$ cat config.mk
export PLATFORM = sky130hd
export DESIGN_NAME = mux_sel_sequencer
export DESIGN_NICKNAME = d
export VERILOG_FILES = /design/src/rtl/mux_sel_pkg.sv /design/src/rtl/mux_sel_sequencer_rr_pick.sv /design/src/rtl/mux_sel_sequencer.sv
export SDC_FILE = /design/constraint.sdc
export NUM_CORES = 1
export LEC_CHECK = 0
export CORE_UTILIZATION = 40
export CTS_CLUSTER_DIAMETER = 200
export DETAILED_ROUTE_END_ITERATION = 16
export PLACE_DENSITY = 0.6
export SETUP_SLACK_MARGIN = 0.4
export SYNTH_ARGS = -nofsm -noshare
export SYNTH_HDL_FRONTEND = slang
export SYNTH_SLANG_ARGS = --single-unit
$ cat constraint.sdc
create_clock -name clk -period 3.4 [get_ports clk]
set_input_delay 0.34 -clock clk [delete_from_list [all_inputs] [get_ports clk]]
set_output_delay 0.34 -clock clk [all_outputs]
set_load 0.01 [all_outputs]
$ cat src/rtl/mux_sel_pkg.sv
// Shared types and helpers for the 4:1 mux select sequencer.
// Combinational only; no latency. No backpressure; nothing is held here.
package mux_sel_pkg;

    localparam int NUM_CH = 4;
    localparam int SEL_W  = 2;

    typedef enum logic {
        IDLE  = 1'b0,
        GRANT = 1'b1
    } state_t;

    // The mux decodes {s0,s1} as a binary channel index.
    function automatic logic [SEL_W-1:0] idx_to_sel(input logic [SEL_W-1:0] idx);
        return idx;
    endfunction

    function automatic logic [NUM_CH-1:0] idx_to_onehot(input logic [SEL_W-1:0] idx);
        logic [NUM_CH-1:0] oh;
        oh      = '0;
        oh[idx] = 1'b1;
        return oh;
    endfunction

endpackage

$ cat src/rtl/mux_sel_sequencer_rr_pick.sv
// Round-robin search: first requester at start, start+1, ... (mod NUM_CH).
// Purely combinational, zero latency. No backpressure.
module rr_pick
    import mux_sel_pkg::*;
(
    input  logic [NUM_CH-1:0] req,
    input  logic [SEL_W-1:0]  start,
    input  logic              mask_cur,
    output logic              found,
    output logic [SEL_W-1:0]  idx
);

    // Walk from the far end back so the nearest candidate wins; with mask_cur
    // the last slot (start-1, the current holder) is excluded.
    always_comb begin
        logic [SEL_W-1:0] w_cand;
        found  = 1'b0;
        idx    = start;
        w_cand = start;
        for (int k = NUM_CH - 1; k >= 0; k--) begin
            w_cand = start + SEL_W'(k);
            if (req[w_cand] && !(mask_cur && (k == NUM_CH - 1))) begin
                found = 1'b1;
                idx   = w_cand;
            end
        end
    end

endmodule

$ cat src/rtl/mux_sel_sequencer.sv
// Time-sliced round-robin select generator for a 4:1 mux; optional lock via MUX_SEL_SEQUENCER_LOCK_EN.
// Latency: 1 cycle from request to registered grant/select/valid.
// Backpressure: none; a grant is held for up to DWELL cycles or until its request drops.
module mux_sel_sequencer
    import mux_sel_pkg::*;
#(
    parameter int DWELL = 4,
    parameter int CNT_W = 8
) (
    input  logic              clk,
    input  logic              rst,
    input  logic [NUM_CH-1:0] req,
`ifdef MUX_SEL_SEQUENCER_LOCK_EN
    input  logic              lock,
`endif
    output logic              s0,
    output logic              s1,
    output logic [NUM_CH-1:0] gnt,
    output logic              valid
);

    localparam logic [CNT_W-1:0] CNT_MAX = CNT_W'(DWELL - 1);

    state_t             r_state;
    logic [SEL_W-1:0]   r_last;
    logic [SEL_W-1:0]   r_sel;
    logic [CNT_W-1:0]   r_cnt;
    logic [NUM_CH-1:0]  r_gnt;
    logic               r_valid;

    logic               w_found;
    logic [SEL_W-1:0]   w_idx;
    logic               w_cur_req;
    logic               w_lock_hold;
    logic               w_rearb;

`ifdef MUX_SEL_SEQUENCER_LOCK_EN
    assign w_lock_hold = lock;
`else
    assign w_lock_hold = 1'b0;
`endif

    // r_last doubles as the current holder while in GRANT.
    assign w_cur_req = req[r_last];
    assign w_rearb   = !w_cur_req || ((r_cnt == CNT_MAX) && !w_lock_hold);

    rr_pick u_pick (
        .req      (req),
        .start    (r_last + SEL_W'(1)),
        .mask_cur (r_state == GRANT),
        .found    (w_found),
        .idx      (w_idx)
    );

    always_ff @(posedge clk) begin
        if (rst) begin
            r_state <= IDLE;
            r_last  <= SEL_W'(NUM_CH - 1);
            r_sel   <= '0;
            r_cnt   <= '0;
            r_gnt   <= '0;
            r_valid <= 1'b0;
        end else begin
            case (r_state)
                IDLE: begin
                    if (w_found) begin
                        r_state <= GRANT;
                        r_last  <= w_idx;
                        r_sel   <= idx_to_sel(w_idx);
                        r_gnt   <= idx_to_onehot(w_idx);
                        r_valid <= 1'b1;
                        r_cnt   <= '0;
                    end
                end
                GRANT: begin
                    if (w_rearb) begin
                        if (w_found) begin
                            r_last  <= w_idx;
                            r_sel   <= idx_to_sel(w_idx);
                            r_gnt   <= idx_to_onehot(w_idx);
                            r_cnt   <= '0;
                        end else if (w_cur_req) begin
                            r_cnt   <= '0;
                        end else begin
                            // Select keeps its last value; valid marks y as stale.
                            r_state <= IDLE;
                            r_gnt   <= '0;
                            r_valid <= 1'b0;
                            r_cnt   <= '0;
                        end
                    end else if (r_cnt != CNT_MAX) begin
                        r_cnt <= r_cnt + CNT_W'(1);
                    end
                end
                default: r_state <= IDLE;
            endcase
        end
    end

    assign s0    = r_sel[1];
    assign s1    = r_sel[0];
    assign gnt   = r_gnt;
    assign valid = r_valid;

endmodule

* Yosys cells after proc, flatten, opt, wreduce, memory -nomap -nowiden *
Cells that the tools add are included.

cells by class
  $add $sub $neg = 5
  magnitude comparators = 7
  equality and inequality tests = 8
  muxes and demuxes = 45
  bitwise gates (word level) = 1
  reductions and logical operators = 8

operators with widths
  operator                                                     number
  2-to-1 mux 8 bit                                             3
  less-than comparator 2 x 3 -> 1 bit (second input constant)  6
  2-to-1 mux 1 bit                                             18
  2-to-1 mux 2 bit                                             8
  2-to-1 mux 4 bit                                             4
  case mux 8 bit (2 select lines)                              1
  binary-select mux 1 bit (select 2 bit)                       5
  adder 8 x 1 -> 8 bit (second input constant)                 1
  == test 8 x 2 -> 1 bit (second input constant)               1
  != test 8 x 2 -> 1 bit (second input constant)               1
  case mux 2 bit (2 select lines)                              2
  case mux 4 bit (2 select lines)                              1
  adder 2 x 1 -> 2 bit (second input constant)                 2
  adder 2 bit (second input constant)                          2
  != test 2 x 1 -> 1 bit (second input constant)               2
  != test 2 bit (second input constant)                        2
  case mux 1 bit (2 select lines)                              2
  AND reduction 4 bit                                          1
  != test 3 x 1 -> 1 bit (second input constant)               1
  != test 3 x 2 -> 1 bit (second input constant)               1
  AND reduction 3 bit                                          1
  demux 1 bit (select 2 bit)                                   1
  >= comparator 2 x 1 -> 1 bit (second input constant)         1
  logical AND 1 bit                                            2
  4 further kinds                                              5

storage, ports and cells
  register bits = 18
  input port bits = 6

* Depth between registers and ports, before layout *
  word-level depth = 16
  gate-level depth with buffers = 7
  gate-level depth less buffers = 6

* Cells and area by module *
From an unflattened synthesis, not the netlist that was laid out.

second synthesis, totals
  cell total of the unflattened synthesis = 135
  area total of the unflattened synthesis = 1071.0 sq um

modules (own cells, without submodules)
  module             instances  cells each  area an instance (sq um)  seq. area each (sq um)
  mux_sel_sequencer  1          101         862.1                     360.3
  rr_pick            1          34          209.0                     0.0

* Worst setup path before layout *
Ideal clock, no wire load.

  path kind = reg2reg
  start point = register r_cnt[0]
  end point = register r_gnt[1] (netlist: gnt[1])
  arrival time = 2092 ps
  required time = 3308 ps
  slack = 1216 ps
  stages on the path, launching flop included = 7
  clock period less this slack = 2184 ps
  path through = dfxtp_1 -> ha_1 -> or4b_4 -> o41ai_2 -> a32oi_2 -> a2111o_1 -> o32ai_1

on the way
  cells in the longest elaborated chain, start to end = 4

RTL lines
  element                                  line                     RTL
  start, declared                          mux_sel_sequencer.sv:27  logic [CNT_W-1:0] r_cnt;
  start signal, assigned                   mux_sel_sequencer.sv:92  r_cnt <= r_cnt + CNT_W'(1);
  == test 8 x 2 -> 1 bit                   mux_sel_sequencer.sv:45  assign w_rearb = !w_cur_req || ((r_cnt == CNT_MAX) && !w_lock_hold);
  logical OR 1 bit                         mux_sel_sequencer.sv:45
  != test 2 x 1 -> 1 bit (no source line)  --
  AND reduction 3 bit (no source line)     --
  end signal, assigned                     mux_sel_sequencer.sv:70  r_gnt <= idx_to_onehot(w_idx);
  end signal, assigned                     mux_sel_sequencer.sv:80  r_gnt <= idx_to_onehot(w_idx);
  end, declared                            mux_sel_sequencer.sv:28  logic [NUM_CH-1:0] r_gnt;

No other way between the ends.
A chain may end at the register's enable or synchronous reset.

* Worst setup path after layout *
  start point = register r_last[0]
  end point = register r_gnt[1] (netlist: gnt[1])

on the way
  cells in the longest elaborated chain, start to end = 16
  elaborated cells between the ends (all ways) = 38
  classes of those cells = add/sub (4); order compare (2); eq/ne (3); mux (24); reduce/logical (5)

RTL lines
  element                                                                                                    line                             RTL
  start, declared                                                                                            mux_sel_sequencer.sv:25          logic [SEL_W-1:0] r_last;
  start signal, assigned                                                                                     mux_sel_sequencer.sv:58          r_last <= SEL_W'(NUM_CH - 1);
  start signal, assigned                                                                                     mux_sel_sequencer.sv:68          r_last <= w_idx;
  start signal, assigned                                                                                     mux_sel_sequencer.sv:78          r_last <= w_idx;
  adder 2 x 1 -> 2 bit                                                                                       mux_sel_sequencer.sv:49          .start (r_last + SEL_W'(1)),
  adder 2 bit                                                                                                mux_sel_sequencer_rr_pick.sv:21  w_cand = start + SEL_W'(k);
  binary-select mux 1 bit (select 2 bit)                                                                     mux_sel_sequencer_rr_pick.sv:22  if (req[w_cand] && !(mask_cur && (k == NUM_CH - 1))) begin
  2-to-1 mux 1 bit (not written as such)                                                                     mux_sel_sequencer_rr_pick.sv:22
  logical AND 1 bit                                                                                          mux_sel_sequencer_rr_pick.sv:22
  2-to-1 mux 2 bit (4 in series)                                                                             mux_sel_sequencer_rr_pick.sv:22
  less-than comparator 2 x 3 -> 1 bit (not written as such) or >= comparator 2 x 1 -> 1 bit (tied branches)  mux_sel_pkg.sv:21                oh[idx] = 1'b1;
  logical AND 1 bit (not written as such)                                                                    mux_sel_pkg.sv:21
  2-to-1 mux 1 bit (not written as such)                                                                     mux_sel_pkg.sv:21
  demux 1 bit (select 2 bit)                                                                                 mux_sel_pkg.sv:21
  2-to-1 mux 4 bit                                                                                           mux_sel_sequencer.sv:77          if (w_found) begin
  2-to-1 mux 4 bit                                                                                           mux_sel_sequencer.sv:76          if (w_rearb) begin
  case mux 4 bit (2 select lines)                                                                            mux_sel_sequencer.sv:64          case (r_state)

Several ways; a longest one is shown, not always the timed one. The select of a mux whose other input is x is not followed.

==> impl_metrics.py <==
metrics = {
    "status": {
        "status": "completed",
    },
    "timing": {
        "fmax_mhz": 410,
        "finClkSkew_ns": 0.00130,
        "relSlewSlack": 0.508,
        "slew_viol_final": 0,
        "rsz0062_at_grt": "false",
        "setup_viol": 0,
        "hold_violations": 0,
        "post-route-period-util": 0.718,
        "setup_tns_ns": 0,
        "period_needed_ns": 2.44,
        "worstMarginPinSlew_ns": 0.736,
    },
    "place": {
        "port-buffer-count": 12,
        "placed_area_um2": 1210,
        "place_congestion": 0.813,
        "hpwl_mm": 1.74,
    },
    "layout": {
        "final_core_util": 0.496,
        "antennaDiodeCount": 0,
        "design_area_um2": 1250,
        "area_growth_pct": 14.2,
        "fin_nets": 146,
        "drive_above_1_share": 0.0870,
    },
    "global_routing": {
        "grt_util_met2": 0.299,
        "grt_overflow_total": 0,
        "grt_start_max_net_pins": 23,
        "gr-usage-met3": 0.0528,
        "met1_usage": 0.239,
        "grt_usage": 0.184,
        "antenna_found_initial": 0,
        "busiest_layer": "met2",
        "grt_pass1_vias": 866,
        "grt_first_pass_wirelength_mm": 3.91,
    },
    "route": {
        "num_vias": 1010,
        "avgViaCountPerCell": 6.01,
        "drc": 0,
        "wl_mm": 2.38,
        "drtIter0Drc": 21,
        "first_pass_iters": 4,
        "drtAntennaViolNets": 0,
        "wl_per_cell_um": 14.2,
    },
    "clock_tree": {
        "clkTransAtPathRegs_ns": 0.10,
        "htreeDepth": 1,
        "clockRootBuffer": "clkbuf_4",
        "post_cts_resize_count": 0,
        "clock_path_buffers": 2,
        "cts_tree": "done",
        "cts_made_buffers": 3,
        "clock_latency_ns": 0.29,
        "post-cts-setup-buffers": 0,
        "cts_hold_buf": 0,
        "clock_sinks": 18,
    },
    "setup_path": {
        "max_stage_delay_ns": 0.70,
        "reg2reg_to": "gnt[1]$_SDFFE_PP0P_",
        "r2r_cells": 5,
        "regToRegStartpoint": "r_last[0]$_SDFFE_PP1P_",
        "worst_ep_required_time_ns": 3.60,
        "rrSetupSlack_ns": 0.96,
        "cp.arrival_ns": 2.64,
        "cp_max_fo": 18,
        "slowest_stage": "dfxtp_1",
        "path_cells": "mux4_2, o41ai_2, a32oi_2, a2111o_1, o32ai_1",
        "cp-start-kind": "register",
        "worst-setup-path-type": "reg -> reg",
        "end_kind": "register",
    },
    "die": {
        "die_area_um2": 2950,
        "rows": 18,
        "die_h_um": 54.3,
        "io_pins": 13,
        "coreArea_um2": 2520,
        "initial_utilization": 0.435,
        "die_x_um": 54.3,
    },
    "pwr": {
        "seqPwrFrac": 0.399,
        "leakage_uw": 0.000433,
        "p_total_uw": 793,
        "pwr-share-clk": 0.165,
        "intPower_uw": 495,
        "p_comb_frac": 0.435,
        "p_switching_uw": 298,
        "ir_drop_mv": 0.457,
        "power_density_nw_per_um2": 634,
        "switching_share": 0.376,
    },
    "logic_synthesis": {
        "ys_types": 43,
        "yosys_warnings": 0,
        "syn_area_um2": 1100,
        "syn-num-nets": 139,
        "syn_area_per_cell_um2": 8.30,
        "syn_inst": 132,
        "synth.yosys.seq_area_share": 0.329,
        "ys_ff_latch": 18,
    },
    "worst_hold_path": {
        "whs_endpoint": "r_sel[1]$_SDFFE_PP0P_",
        "min_path_type": "reg -> reg",
        "hold_start": "r_sel[1]$_SDFFE_PP0P_",
        "hold_depth": 2,
    },
    "run": {
        "drv_cap": 0,
    },
}
power groups by stage:
| stage | logic [uW] | registers [uW] | clock network [uW] |
|---|---|---|---|
| 2_1_floorplan | 267 | 294 | 0 |
| 5_1_grt | 379 | 327 | 147 |
| 3_3_place_gp | 343 | 318 | 0 |
| 4_1_cts | 349 | 317 | 138 |
| 3_5_place_dp | 348 | 321 | 0 |
| 6_report | 345 | 317 | 131 |
metal layers:
layer | up-vias | part of all wire
met4 | 0 | 0.0042
met2 | 16 | 0.49
met1 | 474 | 0.48
li1 | 518 | -
met3 | 2 | 0.032
met5 | - | 0
synth_stat cells:
cell type	n	share of area
a2111o_1	2	0.021
a211o_1	2	0.016
a211oi_1	3	0.021
a21oi_1	11	0.050
a22o_1	1	0.0080
a22oi_1	1	0.0069
a311oi_1	5	0.040
a31oi_1	1	0.0057
a32oi_2	1	0.015
a41o_1	1	0.0091
a41oi_1	3	0.024
and2_1	1	0.0057
and3_1	1	0.0057
and3_2	1	0.0069
buf_2	1	0.0046
clkbuf_1	9	0.031
dfxtp_1	18	0.33
ha_1	1	0.011
inv_1	3	0.010
mux2_2	1	0.010
mux2i_1	2	0.018
mux4_2	1	0.021
nand2_1	13	0.045
nand2b_1	5	0.029
nand3_1	3	0.014
nand3b_1	1	0.0069
nand4b_1	1	0.0080
nor2_1	12	0.041
nor2b_1	5	0.029
nor3_1	3	0.014
nor3b_1	1	0.0069
nor4_1	2	0.011
nor4b_1	1	0.0080
nor4bb_1	1	0.0091
o211ai_1	2	0.014
o21ai_0	3	0.014
o32ai_1	3	0.024
o41ai_1	1	0.0080
o41ai_2	1	0.015
or3_1	1	0.0057
or3_4	1	0.010
or3b_2	1	0.0080
or4b_4	1	0.013
critical path, delay by kind of cell (launching register included):
kind / cells / cell delay (ns)
mux: 1 / 0.63
flops: 1 / 0.70
compound gates: 4 / 1.02
through the flow:
| step | hold WS [ns] | cells | setup slack (ns) |
|---|---|---|---|
| after floorplan | 0.476 | 132 | 1.22 |
| after global placement | 0.444 | 164 | 0.805 |
| after detailed placement | 0.450 | 164 | 0.773 |
| after CTS | 0.470 | 168 | 0.934 |
| after global routing | 0.492 | 168 | 0.773 |
| final | 0.469 | 168 | 0.958 |
state kept, by name, summed over array words and instances (netlist names):
signal and count:
gnt 4, r_cnt 8, r_last 2, r_sel 2, r_state 1, valid 1
cells in the final DEF, fill, tap and decap left out, types with 2 or more instances in the layout:
| cell type | count |
|---|---|
| a2111o_1 | 2 |
| a211o_1 | 2 |
| a211oi_1 | 3 |
| a21oi_1 | 11 |
| a311oi_1 | 5 |
| a41oi_1 | 3 |
| clkbuf_4 | 3 |
| clkdlybuf4s50_1 | 12 |
| dfxtp_1 | 18 |
| inv_1 | 3 |
| mux2i_1 | 2 |
| nand2_1 | 13 |
| nand2b_1 | 5 |
| nand3_1 | 3 |
| nor2_1 | 12 |
| nor2b_1 | 5 |
| nor3_1 | 3 |
| nor4_1 | 2 |
| o211ai_1 | 2 |
| o21ai_0 | 3 |
| o32ai_1 | 3 |
kinds of logic after synthesis:
logic type,after synthesis,synth area share
and+or+nand+nor,55,0.275
AOI/OAI and AO/OA,41,0.290
DFF,18,0.329
buffers and inverters,13,0.0457
muxes,4,0.0491
adders and majority gates,1,0.0114
worst max path at each step:
stage | endpoint | slack, ns | startpoint
2_1_floorplan | gnt[1]$_SDFFE_PP0P_ | 1.22 | r_cnt[0]$_SDFFE_PP0P_
3_3_place_gp | gnt[1]$_SDFFE_PP0P_ | 0.80 | req[3]
3_5_place_dp | gnt[1]$_SDFFE_PP0P_ | 0.77 | req[3]
4_1_cts | gnt[1]$_SDFFE_PP0P_ | 0.93 | r_last[0]$_SDFFE_PP1P_
5_1_grt | gnt[1]$_SDFFE_PP0P_ | 0.77 | r_last[0]$_SDFFE_PP1P_
6_report | gnt[1]$_SDFFE_PP0P_ | 0.96 | r_last[0]$_SDFFE_PP1P_
layout make-up:
type / instances / area [um2]
multi-input cells: 101 / 686
fillers: 253 / 1270
inverters: 3 / 11.3
clock buffers: 4 / 36.3
repair buffers: 12 / 120
flip-flops and latches: 18 / 360
well taps: 30 / 37.5
(Power assumes the default switching activity.)
